[src/rtl/pcie_us_axis_rc_tag_demux.sv]
// Requester-completion demux: routes each RC frame to the output chosen by its tag,
// dropping errored, out-of-range or externally dropped frames behind a skid buffer.
module pcie_us_axis_rc_tag_demux #(
  parameter int unsigned M_COUNT                 = 4,
  parameter int unsigned AXIS_PCIE_DATA_WIDTH    = 256,
  parameter int unsigned AXIS_PCIE_KEEP_WIDTH    = AXIS_PCIE_DATA_WIDTH / 32,
  parameter int unsigned AXIS_PCIE_RC_USER_WIDTH = (AXIS_PCIE_DATA_WIDTH < 512) ? 75 : 161,
  parameter int unsigned TAG_SEL_LSB             = 0,
  parameter int unsigned DROP_ERR                = 1,
  parameter int unsigned CNT_WIDTH               = 16
) (
  input  logic                                        clk,
  input  logic                                        rst,
  input  logic [AXIS_PCIE_DATA_WIDTH-1:0]             s_axis_rc_tdata,
  input  logic [AXIS_PCIE_KEEP_WIDTH-1:0]             s_axis_rc_tkeep,
  input  logic                                        s_axis_rc_tvalid,
  output logic                                        s_axis_rc_tready,
  input  logic                                        s_axis_rc_tlast,
  input  logic [AXIS_PCIE_RC_USER_WIDTH-1:0]          s_axis_rc_tuser,
  output logic [M_COUNT*AXIS_PCIE_DATA_WIDTH-1:0]     m_axis_rc_tdata,
  output logic [M_COUNT*AXIS_PCIE_KEEP_WIDTH-1:0]     m_axis_rc_tkeep,
  output logic [M_COUNT-1:0]                          m_axis_rc_tvalid,
  input  logic [M_COUNT-1:0]                          m_axis_rc_tready,
  output logic [M_COUNT-1:0]                          m_axis_rc_tlast,
  output logic [M_COUNT*AXIS_PCIE_RC_USER_WIDTH-1:0]  m_axis_rc_tuser,
  output logic [7:0]                                  tag,
  input  logic                                        enable,
  input  logic                                        drop,
  output logic                                        stat_drop,
  output logic [CNT_WIDTH-1:0]                        drop_count,
  output logic [CNT_WIDTH-1:0]                        err_count
);

  localparam int unsigned CL_M_COUNT = $clog2(M_COUNT);
  localparam int unsigned DW         = AXIS_PCIE_DATA_WIDTH;
  localparam int unsigned KW         = AXIS_PCIE_KEEP_WIDTH;
  localparam int unsigned UW         = AXIS_PCIE_RC_USER_WIDTH;

  typedef enum logic [1:0] {IDLE, FWD, DROP} state_t;

  state_t                state_q, state_d;
  logic [CL_M_COUNT-1:0] sel_q, sel_d;
  logic                  tready_q, tready_d;
  logic                  stat_drop_q, stat_drop_d;
  logic [CNT_WIDTH-1:0]  drop_count_q, drop_count_d;
  logic [CNT_WIDTH-1:0]  err_count_q, err_count_d;
  logic [M_COUNT-1:0]    out_valid_q, out_valid_d;
  logic [M_COUNT-1:0]    temp_valid_q, temp_valid_d;
  logic [DW-1:0]         out_data_q, out_data_d, temp_data_q, temp_data_d;
  logic [KW-1:0]         out_keep_q, out_keep_d, temp_keep_q, temp_keep_d;
  logic                  out_last_q, out_last_d, temp_last_q, temp_last_d;
  logic [UW-1:0]         out_user_q, out_user_d, temp_user_q, temp_user_d;

  logic                  s_hs, err, dropf, fwd_hs, drop_evt, err_evt;
  logic                  ready_sel, out_ready_early;
  logic [CL_M_COUNT-1:0] idx, fwd_sel;
  logic [M_COUNT-1:0]    int_valid;

  assign s_axis_rc_tready = tready_q & enable;
  assign s_hs             = s_axis_rc_tvalid & s_axis_rc_tready;
  assign tag              = s_axis_rc_tdata[71:64];
  assign idx              = s_axis_rc_tdata[64+TAG_SEL_LSB +: CL_M_COUNT];
  assign err              = |s_axis_rc_tdata[15:12];
  assign dropf            = drop | (32'(idx) >= M_COUNT) | ((DROP_ERR != 0) & err);

  // Frame FSM: routing and drop decision are taken on beat 0 and held to tlast
  always_comb begin
    state_d  = state_q;
    sel_d    = sel_q;
    fwd_hs   = 1'b0;
    fwd_sel  = sel_q;
    drop_evt = 1'b0;
    err_evt  = 1'b0;
    case (state_q)
      IDLE: begin
        if (s_hs) begin
          if (dropf) begin
            drop_evt = 1'b1;
            err_evt  = (DROP_ERR != 0) & err;
            state_d  = s_axis_rc_tlast ? IDLE : DROP;
          end else begin
            fwd_hs  = 1'b1;
            fwd_sel = idx;
            sel_d   = idx;
            state_d = s_axis_rc_tlast ? IDLE : FWD;
          end
        end
      end
      FWD: begin
        if (s_hs) begin
          fwd_hs = 1'b1;
          if (s_axis_rc_tlast) state_d = IDLE;
        end
      end
      DROP: begin
        if (s_hs && s_axis_rc_tlast) state_d = IDLE;
      end
      default: state_d = IDLE;
    endcase
  end

  assign int_valid       = fwd_hs ? (M_COUNT'(1) << fwd_sel) : '0;
  assign ready_sel       = |(out_valid_q & m_axis_rc_tready);
  assign out_ready_early = ready_sel | (~|temp_valid_q & (~|out_valid_q | ~fwd_hs));

  // Input ready, drop statistics and saturating counters
  always_comb begin
    tready_d     = out_ready_early | (state_d == DROP);
    stat_drop_d  = drop_evt;
    drop_count_d = drop_count_q;
    err_count_d  = err_count_q;
    if (drop_evt && (drop_count_q != '1)) drop_count_d = drop_count_q + CNT_WIDTH'(1);
    if (err_evt && (err_count_q != '1))   err_count_d  = err_count_q + CNT_WIDTH'(1);
  end

  // Skid buffer: temp drains into the output register before any new beat
  always_comb begin
    out_valid_d  = out_valid_q;
    out_data_d   = out_data_q;
    out_keep_d   = out_keep_q;
    out_last_d   = out_last_q;
    out_user_d   = out_user_q;
    temp_valid_d = temp_valid_q;
    temp_data_d  = temp_data_q;
    temp_keep_d  = temp_keep_q;
    temp_last_d  = temp_last_q;
    temp_user_d  = temp_user_q;
    if (ready_sel || ~|out_valid_q) begin
      if (|temp_valid_q) begin
        out_valid_d = temp_valid_q;
        out_data_d  = temp_data_q;
        out_keep_d  = temp_keep_q;
        out_last_d  = temp_last_q;
        out_user_d  = temp_user_q;
        temp_valid_d = int_valid;
        if (fwd_hs) begin
          temp_data_d = s_axis_rc_tdata;
          temp_keep_d = s_axis_rc_tkeep;
          temp_last_d = s_axis_rc_tlast;
          temp_user_d = s_axis_rc_tuser;
        end
      end else begin
        out_valid_d = int_valid;
        out_data_d  = s_axis_rc_tdata;
        out_keep_d  = s_axis_rc_tkeep;
        out_last_d  = s_axis_rc_tlast;
        out_user_d  = s_axis_rc_tuser;
      end
    end else if (fwd_hs) begin
      temp_valid_d = int_valid;
      temp_data_d  = s_axis_rc_tdata;
      temp_keep_d  = s_axis_rc_tkeep;
      temp_last_d  = s_axis_rc_tlast;
      temp_user_d  = s_axis_rc_tuser;
    end
  end

  always_ff @(posedge clk) begin
    if (rst) begin
      state_q      <= IDLE;
      sel_q        <= '0;
      tready_q     <= 1'b0;
      stat_drop_q  <= 1'b0;
      drop_count_q <= '0;
      err_count_q  <= '0;
      out_valid_q  <= '0;
      temp_valid_q <= '0;
    end else begin
      state_q      <= state_d;
      sel_q        <= sel_d;
      tready_q     <= tready_d;
      stat_drop_q  <= stat_drop_d;
      drop_count_q <= drop_count_d;
      err_count_q  <= err_count_d;
      out_valid_q  <= out_valid_d;
      temp_valid_q <= temp_valid_d;
    end
  end

  // Payload registers carry no reset; their valids qualify them
  always_ff @(posedge clk) begin
    out_data_q  <= out_data_d;
    out_keep_q  <= out_keep_d;
    out_last_q  <= out_last_d;
    out_user_q  <= out_user_d;
    temp_data_q <= temp_data_d;
    temp_keep_q <= temp_keep_d;
    temp_last_q <= temp_last_d;
    temp_user_q <= temp_user_d;
  end

  assign m_axis_rc_tvalid = out_valid_q;
  assign m_axis_rc_tdata  = {M_COUNT{out_data_q}};
  assign m_axis_rc_tkeep  = {M_COUNT{out_keep_q}};
  assign m_axis_rc_tlast  = {M_COUNT{out_last_q}};
  assign m_axis_rc_tuser  = {M_COUNT{out_user_q}};
  assign stat_drop        = stat_drop_q;
  assign drop_count       = drop_count_q;
  assign err_count        = err_count_q;

endmodule

[config.mk]
export PLATFORM = sky130hd
export DESIGN_NAME = pcie_us_axis_rc_tag_demux
export DESIGN_NICKNAME = d
export VERILOG_FILES = /design/src/rtl/pcie_us_axis_rc_tag_demux.sv
export SDC_FILE = /design/constraint.sdc
export NUM_CORES = 1
export LEC_CHECK = 0
export CAP_MARGIN = 20
export CORE_AREA = 2 2 686 688
export DETAILED_ROUTE_END_ITERATION = 12
export DIE_AREA = 0 0 688 690
export PLACE_DENSITY = 0.3
export SLEW_MARGIN = 15
export SYNTH_ARGS = -nofsm -noshare
export SYNTH_HDL_FRONTEND = slang
export SYNTH_SLANG_ARGS = --single-unit
[constraint.sdc]
create_clock -name clk -period 47.5 [get_ports clk]
set_input_delay 4.75 -clock clk [delete_from_list [all_inputs] [get_ports clk]]
set_output_delay 4.75 -clock clk [all_outputs]
set_load 0.1 [all_outputs]
==> impl_results.md, run 1 <==
- Critical path's top delay family: buffers and inverters
- Post-route DRC: 0
- Hold Buf Count CTS: 0
- ANT nets after route: 0
- Final Cycle Share: 0.2451
- Clk buf depth: 4
- #FFs+latches synth: 726
- Initial antenna violation count: 133
- DR iter-0 viols: 1359
- Post-synthesis compound-gate area fraction: 0.006994
- Ports: 1755
- CTS resizes: 0
- Post-Synth Adder-Cell Area: 0.0007285
- Sequential share of the synthesized area: 0.6213
- Final Max Slew Viols: 0
- Final WL: 230300 µm
- Die Height: 690 µm
- Largest family of logic cells by synthesized area: buffers and inverters
- Width of the die: 688 µm
- CP Cell Sequence: clkdlybuf4s50_1 > clkdlybuf4s50_1
- Fin area: 0.05497 mm²
- Starting Density: 0.07361
- Critical path arrival: 6.89 ns
- Combinational Power Share: 0.514
- Hpwl dp: 197200 µm
- Internal: 1.531 mW
- XOR/XNOR share of the synthesized area: 0.006374
- Power Density: 63.08 mW/mm²
- Synthesized netlist cell count: 2339
- Synth Flop Type: edfxtp_1
- Share of cells above drive strength 1: 0.2007
- Post-synth cell types: 44
- Slew margin rel.: 0.1941
- Root Buffer: clkbuf_16
- Routability cong.: 0.7784
- CTS tree: built
- Post-synthesis instance area: 0.03435 mm²
- CP Buf/Inv Count: 2
- Mux share of post-synthesis cell area: 0.1135
- Sw Pwr: 1.936 mW
- Post-synthesis simple-gate area fraction: 0.02000
- Core Rows: 251
- Max-cap violations: 0
- Hold Vio Cnt, Final: 0
- Total gr overflow: 0
- Fin crit period: 11.64 ns
- FMAX: 85.88 MHz
- Most Frequent Cell on Critical Path: clkdlybuf4s50_1
- First-pass GRT wire length: 279500 µm
- Total GRT Usage: 0.09250
- Status: finished, final reports clean
- H-Tree Depth: 3
- Setup Skew: 0.1008 ns
- Slowest cell delay on critical path: 1.26 ns
- Clk pwr share: 0.224
- CP max FO: 7
- Crit start category: primary input
- Count of nets after finishing: 3495
- Clk Latency, worst-skew pair: 0.85 ns
- Detailed Routing Iterations Pass 1: 5
- Crit end category: primary output
- Synth top area share: 0.5944
- DP Area: 0.05158 mm²
- Sequential Power Share: 0.262
- Crit path max-delay cell type: clkdlybuf4s50_1
- Number of global-route vias before repair: 21610
- Largest net degree at the start of global routing: 75
- Vias per cell: 2.267
- Static Leak: 17.45 nW
- Setup Fix Bufs, Post-CTS: 0
- Synth async-reset ratio: 0
- Most area-consuming cells after synthesis: edfxtp_1 (59%), buf_4 (23%), mux2_2 (11%)
- Post-synth EDFFs: 680
- IO Port Bufs: 1754
- VDD IR max: 0.02886 mV
- Mapped Nets: 2690
- Number of synthesis warnings: 0
- Setup-failing EPs final: 0
- Setup TNS: 0 ns
- Critical Path RT: 42.75 ns
- Inserted Clock Buffers: 100
- Syn avg cell area: 14.69 µm²
- Clock transition at path regs: 0.06 ns
- RSZ-0062 raised after global routing: no
- Sw Share: 0.5585
- WL/cell: 24.33 µm
- Core area: 0.4667 mm²
- Via count: 21470
- TritonCTS Sinks: 726
- Layout area overhead: 60.03%
- Yosys top cell by area: edfxtp_1
- Die area: 0.4747 mm²
- Worst Tran Pin Value: 1.205 ns
- Worst hold path class: reg -> reg
- Setup CP Type: in -> out
[sequential cells by signal (all words and copies together) (netlist names)]
name              count
drop_count           16
err_count            16
m_axis_rc_tvalid      4
out_data_q          256
out_keep_q            8
out_last_q            1
out_user_q           75
sel_q                 2
stat_drop             1
state_q               2
temp_data_q         256
temp_keep_q           8
temp_last_q           1
temp_user_q          75
temp_valid_q          4
tready_q              1
[power groups by stage]
| stage | Combinational (mW) | Clock [mW] | Sequential (mW) |
|---|---|---|---|
| final | 1.78 | 0.777 | 0.908 |
| after global routing | 1.81 | 0.833 | 0.922 |
| after CTS | 1.80 | 0.814 | 0.924 |
| after detailed placement | 1.80 | 0 | 0.935 |
| after global placement | 1.80 | 0 | 0.933 |
| after floorplan | 1.22 | 0 | 1.15 |
[cell families (layout without fill, tap and decap cells)]
| logic type | count (synthesis) | count (layout) |
|---|---|---|
| buf+inv | 1081 | 1965 |
| flops | 726 | 726 |
| mux | 347 | 347 |
| simple gates | 124 | 124 |
| compound gates | 34 | 34 |
| xor+xnor | 25 | 25 |
| fa+ha+maj | 2 | 2 |
| other cells | 0 | 47 |
[layer usage]
layer  part of all wire  wire length (µm)  global-route usage  vias up
met5             0.0028               635                   0        -
met4              0.020              4584             0.01763       92
met3               0.10             24050             0.03859      309
met2               0.46            106800              0.1523     1197
met1               0.41             94270              0.1126    10920
li1                   -                 -                   -     8955
[final timing paths]
check	slack (ns)	start	end	cells past startpoint
max reg2reg	42.23	m_axis_rc_tvalid[0]	temp_data_q[172]	7
min reg2reg	0.46	temp_data_q[88]	out_data_q[88]	1
min	0.46	temp_data_q[88]	out_data_q[88]	1
max	35.86	s_axis_rc_tdata[65]	tag[1]	2
[through the flow]
step	worst slack (ns)	cells	hold WS (ns)	util	power [mW]
final	35.86	9468	0.4575	0.1178	3.467
after floorplan	17.91	2339	0.4169	-	2.374
after CTS	35.81	9421	0.4531	0.1175	3.537
after detailed placement	35.81	9240	0.5007	0.1105	2.731
after global placement	35.82	9239	0.4983	0.1105	2.735
after global routing	35.83	9423	0.4821	0.1175	3.563
[synth_stat cells, types with 7 or more instances]
master    instances
nand2_1          12
a21oi_1          11
nor3_1           15
xnor2_1          25
clkbuf_1         40
nand3_1           7
nand4_1          10
mux2_2          341
nor2_1           38
nor4_1            9
buf_4          1031
edfxtp_1        680
dfxtp_1          46
[cell type report]
class                   count  area [µm²]
fillers                 52730      411700
flip-flops and latches    726       21340
repair buffers           1778       17360
well taps                6198        7755
multi-input cells         532        5101
clock buffers             113        2572
clock inverters            68       696.9
diodes                     47       117.6
inverters                   6       22.52
[layout by cell type (no fill, tap or decap), types with 6 or more instances in the layout]
cell / count
nor4_1: 8
buf_2: 33
clkbuf_16: 101
nor2_1: 38
xnor2_1: 25
bufinv_16: 13
buf_4: 115
diode_2: 47
clkinv_1: 19
nand3_1: 6
nand2_1: 12
a21oi_1: 10
dfxtp_1: 46
edfxtp_1: 680
clkdlybuf4s50_1: 1628
inv_1: 6
clkbuf_1: 12
nor3b_1: 6
mux2_2: 341
nand4_1: 10
clkinv_2: 27
nor3_1: 15
mux2i_1: 6
Note: power is estimated with default switching activity, not from simulation.
==> run 2: changes to the inputs <==
--- a/config.mk
+++ b/config.mk
@@ -6,9 +6,9 @@
 export NUM_CORES = 1
 export LEC_CHECK = 0
 export CAP_MARGIN = 20
-export CORE_AREA = 2 2 686 688
+export CORE_AREA = 2 2 680 682
 export DETAILED_ROUTE_END_ITERATION = 12
-export DIE_AREA = 0 0 688 690
+export DIE_AREA = 0 0 682 684
 export PLACE_DENSITY = 0.3
 export SLEW_MARGIN = 15
 export SYNTH_ARGS = -nofsm -noshare
==> constraint.sdc (replaced) <==
create_clock -name clk -period 9.64 [get_ports clk]
set_input_delay 0.964 -clock clk [delete_from_list [all_inputs] [get_ports clk]]
set_output_delay 0.964 -clock clk [all_outputs]
set_load 0.1 [all_outputs]
==> run 2 against run 1 <==
Compared with the run above: via count is essentially flat; critical path depth grew 5; worst hold slack lost 0.017 ns; total power grew to 4.9 times the previous value; setup slack lost 31 ns; critical endpoint is now temp_data_q[205]; first-iteration DRC count shrank 10%; clock skew shrank 0.057 ns; routed wire length grew 0.32%; global-route usage grew 0.18 points; die area shrank 1.7%; flip-flop and latch count is the same.
==> impl_results.md, run 2 (synthesis results as in run 1) <==
- Critical Path RT: 10.10 ns (was 42.75 ns)
- Routability cong.: 0.7636 (was 0.7784)
- Static Leak: 17.39 nW (was 17.45 nW)
- Detailed Routing Iterations Pass 1: 4 (was 5)
- Setup-failing EPs final: 0 (unchanged)
- Power Density: 308.3 mW/mm² (was 63.08 mW/mm²)
- Min Hold Slack: 0.4404 ns (was 0.4575 ns)
- Clk buf depth: 4 (unchanged)
- Final Max Slew Viols: 0 (unchanged)
- Final Cycle Share: 0.4539
- IO Port Bufs: 1754 (unchanged)
- Sw Share: 0.5656 (was 0.5585)
- Finished Core Util: 0.1193 (was 0.1178)
- Crit end category: register (was primary output)
- Worst hold path class: reg -> reg (unchanged)
- Vias per cell: 2.281 (was 2.267)
- CTS resizes: 0 (unchanged)
- Hold Vio Cnt, Final: 0 (unchanged)
- Combinational Power Share: 0.519 (was 0.514)
- DR iter-0 viols: 1222 (was 1359)
- Slew margin rel.: 0.2032 (was 0.1941)
- Inserted Clock Buffers: 101 (was 100)
- Fin crit period: 4.376 ns
- Die area: 0.4665 mm² (was 0.4747 mm²)
- Setup Skew: 0.04370 ns (was 0.1008 ns)
- Final WL: 231100 µm (was 230300 µm)
- Worst r2r path cells: 5 (was 7)
- Setup CP Type: in -> reg (was in -> out)
- Count of nets after finishing: 3494 (was 3495)
- Core Rows: 249 (was 251)
- CTS tree: built (unchanged)
- Hold path cells: 1 (unchanged)
- Worst setup margin: 5.264 ns (was 35.86 ns)
- VDD IR max: 0.1373 mV (was 0.02886 mV)
- Critical path arrival: 4.84 ns (was 6.89 ns)
- Pre-CTS setup slack: 4.296 ns (was 35.81 ns)
- Largest net degree at the start of global routing: 104 (was 75)
- Status: finished, final reports clean (unchanged)
- Core area: 0.4589 mm² (was 0.4667 mm²)
- Die Height: 684 µm (was 690 µm)
- CP max FO: 77 (was 7)
- Starting Density: 0.07485 (was 0.07361)
- Commonest non-fill, non-tap cells in the layout: clkdlybuf4s50_1 (1617), edfxtp_1 (680), mux2_2 (341) (was clkdlybuf4s50_1 (1628), edfxtp_1 (680), mux2_2 (341))
- Ports: 1755 (unchanged)
- Total gr overflow: 0 (unchanged)
- Worst Tran Pin Value: 1.192 ns (was 1.205 ns)
- ANT nets after route: 0 (unchanged)
- Width of the die: 682 µm (was 688 µm)
- TritonCTS Sinks: 726 (unchanged)
- Clk pwr share: 0.215 (was 0.224)
- FMAX: 228.5 MHz
- Commonest non-fill, non-tap cell in the layout: clkdlybuf4s50_1 (unchanged)
- Clock transition at path regs: 0.05 ns (was 0.06 ns)
- R2R Setup Slk: 5.52 ns (was 42.23 ns)
- Crit start category: primary input (unchanged)
- Number of global-route vias before repair: 20830 (was 21610)
- Layout area overhead: 59.36% (was 60.03%)
- Internal: 7.331 mW (was 1.531 mW)
- Setup Fix Bufs, Post-CTS: 0 (unchanged)
- Setup TNS: 0 ns (unchanged)
- Hold Buf Count CTS: 0 (unchanged)
- RSZ-0062 raised after global routing: no (unchanged)
- Max-cap violations: 0 (unchanged)
- Hpwl dp: 196700 µm (was 197200 µm)
- WL/cell: 24.58 µm (was 24.33 µm)
- Initial antenna violation count: 149 (was 133)
- Share of cells above drive strength 1: 0.2000 (was 0.2007)
- Clk Latency, worst-skew pair: 0.84 ns (was 0.85 ns)
- Root Buffer: clkbuf_16 (unchanged)
- Biggest regs: out_data_q x256, temp_data_q x256 (unchanged)
- H-Tree Depth: 3 (unchanged)
- Sequential Power Share: 0.267 (was 0.262)
- Post-route DRC: 0 (unchanged)
- Via count: 21450 (was 21470)
- Sw Pwr: 9.544 mW (was 1.936 mW)
- Total GRT Usage: 0.09428 (was 0.09250)
- First-pass GRT wire length: 277800 µm (was 279500 µm)
## run 2: changes by cell type in the layout (fill, tap and decap cells not counted), moves of 3 or more
cell,previous run,this run
diode_2,47,33
clkinv_2,27,15
clkdlybuf4s50_1,1628,1617
bufinv_16,13,3
buf_12,2,9
clkbuf_1,12,19
clkinv_1,19,23
inv_6,0,3
## run 2: power groups by stage
stage | registers [mW] | clock network, mW | logic [mW]
final | 4.50 | 3.62 | 8.75
after global routing | 4.56 | 3.92 | 8.88
after CTS | 4.58 | 3.82 | 8.83
after detailed placement | 4.63 | 0 | 8.82
after global placement | 4.62 | 0 | 8.86
after floorplan | 5.66 | 0 | 6.01
## run 2: per-stage QoR
step           cells  power, mW  area [µm²]
6_report        9402      16.87       54740
5_1_grt         9369      17.36       54660
4_1_cts         9369      17.24       54660
3_5_place_dp    9189      13.46       51570
3_3_place_gp    9189      13.48       51570
2_1_floorplan   2339      11.66       34370
## run 2: final cells by class
cell class	count	area [µm²]
diodes	33	82.58
well taps	6149	7694
repair buffers	1776	17410
fillers	51670	404200
inverters	6	22.52
clock inverters	57	439.2
flip-flops and latches	726	21340
clock buffers	123	2651
multi-input cells	532	5101
## run 2: final timing paths
check / start / end
worst max-delay path: s_axis_rc_tdata[12] / temp_data_q[205]
worst min register to register: state_q[1] / state_q[0]
worst max register to register: m_axis_rc_tvalid[0] / out_user_q[30]
worst min-delay path: state_q[1] / state_q[0]
## run 2: layer usage
metal / global-route usage / wire length (µm) / vias up
met5: 0 / 711 / -
met4: 0.01316 / 3218 / 104
met3: 0.04668 / 25440 / 332
met2: 0.1626 / 112500 / 1236
met1: 0.1061 / 89210 / 10850
li1: - / - / 8927
## run 2: critical path, cell delays in order
cell and delay, ns:
clkdlybuf4s50_1 0.57, or4_4 0.75, nor2_1 0.26, o21ai_0 0.26
a21oi_4 0.65, buf_12 0.38, buf_4 0.62
==> run 3: changes to the inputs <==
==> constraint.sdc (replaced) <==
create_clock -name clk -period 3.7 [get_ports clk]
set_input_delay 0.37 -clock clk [delete_from_list [all_inputs] [get_ports clk]]
set_output_delay 0.37 -clock clk [all_outputs]
set_load 0.1 [all_outputs]
==> run 3 against run 2 <==
Compared with the run above: final cell count is 0.98% higher; clock skew is 0.021 ns higher; clock power grew to 2.7 times the previous value; global-route usage is 0.45 points higher; total power grew to 2.6 times the previous value; worst hold slack worse by 0.32 ns; final area is 0.48% higher; count of clock-buffer cells in the layout is 5 higher; sequential power grew to 2.6 times the previous value; non-clock buffer count is 75 higher; setup slack worse by 4.9 ns; critical path type is now reg -> out; largest power group unchanged.
==> impl_results.md, run 3 (synthesis results as in run 1) <==
- Status: finished, final reports clean (unchanged)
- Clk Latency, worst-skew pair: 0.85 ns (was 0.84 ns)
- DR iter-0 viols: 1410 (was 1222)
- Detailed Routing Iterations Pass 1: 5 (was 4)
- Inserted Clock Buffers: 101 (unchanged)
- Commonest non-fill, non-tap cell in the layout: clkdlybuf4s50_1 (unchanged)
- Slowest cell delay on critical path: 1.29 ns (was 0.75 ns)
- First-pass GRT wire length: 289400 µm (was 277800 µm)
- Setup TNS: 0 ns (unchanged)
- Final Max Slew Viols: 0 (unchanged)
- Routability cong.: 0.7703 (was 0.7636)
- Final Cycle Share: 0.9119
- IO Port Bufs: 1754 (unchanged)
- WL/cell: 25.48 µm (was 24.58 µm)
- CP max FO: 4 (was 77)
- Grt met1 use: 0.1150 (was 0.1061)
- Core area: 0.4589 mm² (unchanged)
- H-Tree Depth: 3 (unchanged)
- Hold Vio Cnt, Final: 0 (unchanged)
- TritonCTS Sinks: 726 (unchanged)
- Fin crit period: 3.374 ns
- R2R Setup Slk: 1.07 ns (was 5.52 ns)
- Starting Density: 0.07485 (unchanged)
- Fin area: 0.05500 mm² (was 0.05474 mm²)
- Clock transition at path regs: 0.05 ns (about the same)
- Clk buf depth: 4 (unchanged)
- Critical path depth: 1 (was 7)
- Core Rows: 249 (unchanged)
- Slew margin rel.: 0.2194 (was 0.2032)
- Worst Tran Pin Value: 1.167 ns (was 1.192 ns)
- Width of the die: 682 µm (unchanged)
- Post-route DRC: 0 (unchanged)
- Number of global-route vias before repair: 21450 (was 20830)
- Commonest non-fill, non-tap cells in the layout: clkdlybuf4s50_1 (1400), edfxtp_1 (680), buf_4 (364) (was clkdlybuf4s50_1 (1617), edfxtp_1 (680), mux2_2 (341))
- CP Cell Sequence: clkdlybuf4s50_1 (was clkdlybuf4s50_1 > or4_4 > nor2_1 > o21ai_0 > a21oi_4 > buf_12 > buf_4)
- Initial antenna violation count: 124 (was 149)
- Placed cell count: 9243 (was 9189)
- DP Area: 0.05150 mm² (was 0.05157 mm²)
- Reg2reg start: temp_valid_q[0] (was m_axis_rc_tvalid[0])
- Largest net degree at the start of global routing: 88 (was 104)
- Ports: 1755 (unchanged)
- RSZ-0062 raised after global routing: no (unchanged)
- Power Density: 807.5 mW/mm² (was 308.3 mW/mm²)
- R2R Path End: out_data_q[91] (was out_user_q[30])
- CP Buf/Inv Count: 1 (was 3)
- Hold Path Sink: temp_data_q[241] (was state_q[0])
- Total gr overflow: 0 (unchanged)
- Die area: 0.4665 mm² (unchanged)
- Hold path cells: 1 (unchanged)
- Setup CP Type: reg -> out (was in -> reg)
- Max-cap violations: 0 (unchanged)
- Root Buffer: clkbuf_16 (unchanged)
- Count of nets after finishing: 3569 (was 3494)
- CTS resizes: 0 (unchanged)
- Final WL: 241900 µm (was 231100 µm)
- VDD IR max: 0.4534 mV (was 0.1373 mV)
- Critical path's top delay family: buffers and inverters (unchanged)
- Layout area overhead: 60.12% (was 59.36%)
- Finished Layout Cells: 9494 (was 9402)
- Critical path arrival: 3.00 ns (was 4.84 ns)
- CTS tree: built (unchanged)
- Worst hold path class: in -> reg (was reg -> reg)
- Critical Path RT: 3.33 ns (was 10.10 ns)
- ANT nets after route: 0 (unchanged)
- Crit end category: primary output (was register)
- Setup-failing EPs final: 0 (unchanged)
- Total GRT Usage: 0.09877 (was 0.09428)
- Hpwl dp: 209800 µm (was 196700 µm)
- Share of cells above drive strength 1: 0.2786 (was 0.2000)
- Biggest regs: out_data_q x256, temp_data_q x256 (unchanged)
- Hold path startpoint: s_axis_rc_tdata[241] (was state_q[1])
- Die Height: 684 µm (unchanged)
- Met2 Usage GRT: 0.1711 (was 0.1626)
- Crit path max-delay cell type: clkdlybuf4s50_1 (was or4_4)
- Vias per cell: 2.291 (was 2.281)
- GRT Max-Usage Layer: met2 (unchanged)
- Setup Skew: 0.06432 ns (was 0.04370 ns)
- FMAX: 296.4 MHz
- Static Leak: 17.95 nW (was 17.39 nW)
- Worst r2r path cells: 4 (was 5)
- Met3 usage: 0.04192 (was 0.04668)
- Via count: 21750 (was 21450)
- Crit start category: register (was primary input)
==> run 3: cell types whose count changed in the layout (fill, tap and decap cells not counted), moves of 7 or more <==
cell	previous run	this run
dlygate4sd3_1	0	21
buf_12	9	16
buf_2	31	48
diode_2	33	54
clkbuf_1	19	27
buf_4	117	364
clkinv_1	23	16
clkdlybuf4s50_1	1617	1400
==> run 3: what timing repair did <==
item | CTS | global route
endpoints found under the setup margin | 0 | 0
setup buffers | 0 | 0
hold buffers | 21 | 0
hold endpoints to repair | 21 | 0
==> run 3: metal layers <==
| metal | vias to the layer above | share of wire |
|---|---|---|
| li1 | 9105 | - |
| met1 | 11140 | 0.40 |
| met2 | 1161 | 0.49 |
| met3 | 276 | 0.10 |
| met4 | 74 | 0.015 |
| met5 | - | 0.0021 |
==> run 3: worst max-delay path by stage <==
stage,start,end,slack (ns)
after floorplan,m_axis_rc_tvalid[0],temp_valid_q[2],-4.14
after global placement,s_axis_rc_tdata[12],temp_data_q[130],0.18
after detailed placement,s_axis_rc_tdata[13],temp_data_q[130],0.19
after CTS,out_user_q[32],m_axis_rc_tuser[182],0.22
after global routing,out_user_q[32],m_axis_rc_tuser[107],0.27
final,out_user_q[32],m_axis_rc_tuser[107],0.33
==> run 3: where the power goes <==
part	internal, mW	leakage (nW)	switching, mW
Clock	5.58	1.52	4.05
Sequential	9.82	7.01	1.93
Combinational	3.89	9.42	19.1
Total	19.3	18.0	25.1
==> run 3: cell type report <==
type | instances | area [µm²]
fill | 51740 | 403900
sequential | 726 | 21360
timing repair buffer | 1851 | 17530
tap | 6149 | 7694
multi-input combinational | 532 | 5115
clock buffer | 128 | 2629
clock inverter | 48 | 525.5
antenna | 54 | 135.1
inverter | 6 | 22.52
==> run 3: stage by stage <==
stage                     hold WS [ns]  utilization  setup slack [ns]  power (mW)
after floorplan                 0.4169            -            -4.140       30.39
after global placement          0.4379       0.1122            0.1783       35.36
after detailed placement        0.4489       0.1122            0.1865       35.30
after CTS                    0.0002363       0.1196            0.2201       45.33
after global routing           0.03013       0.1196            0.2663       45.63
final                           0.1169       0.1199            0.3261       44.41
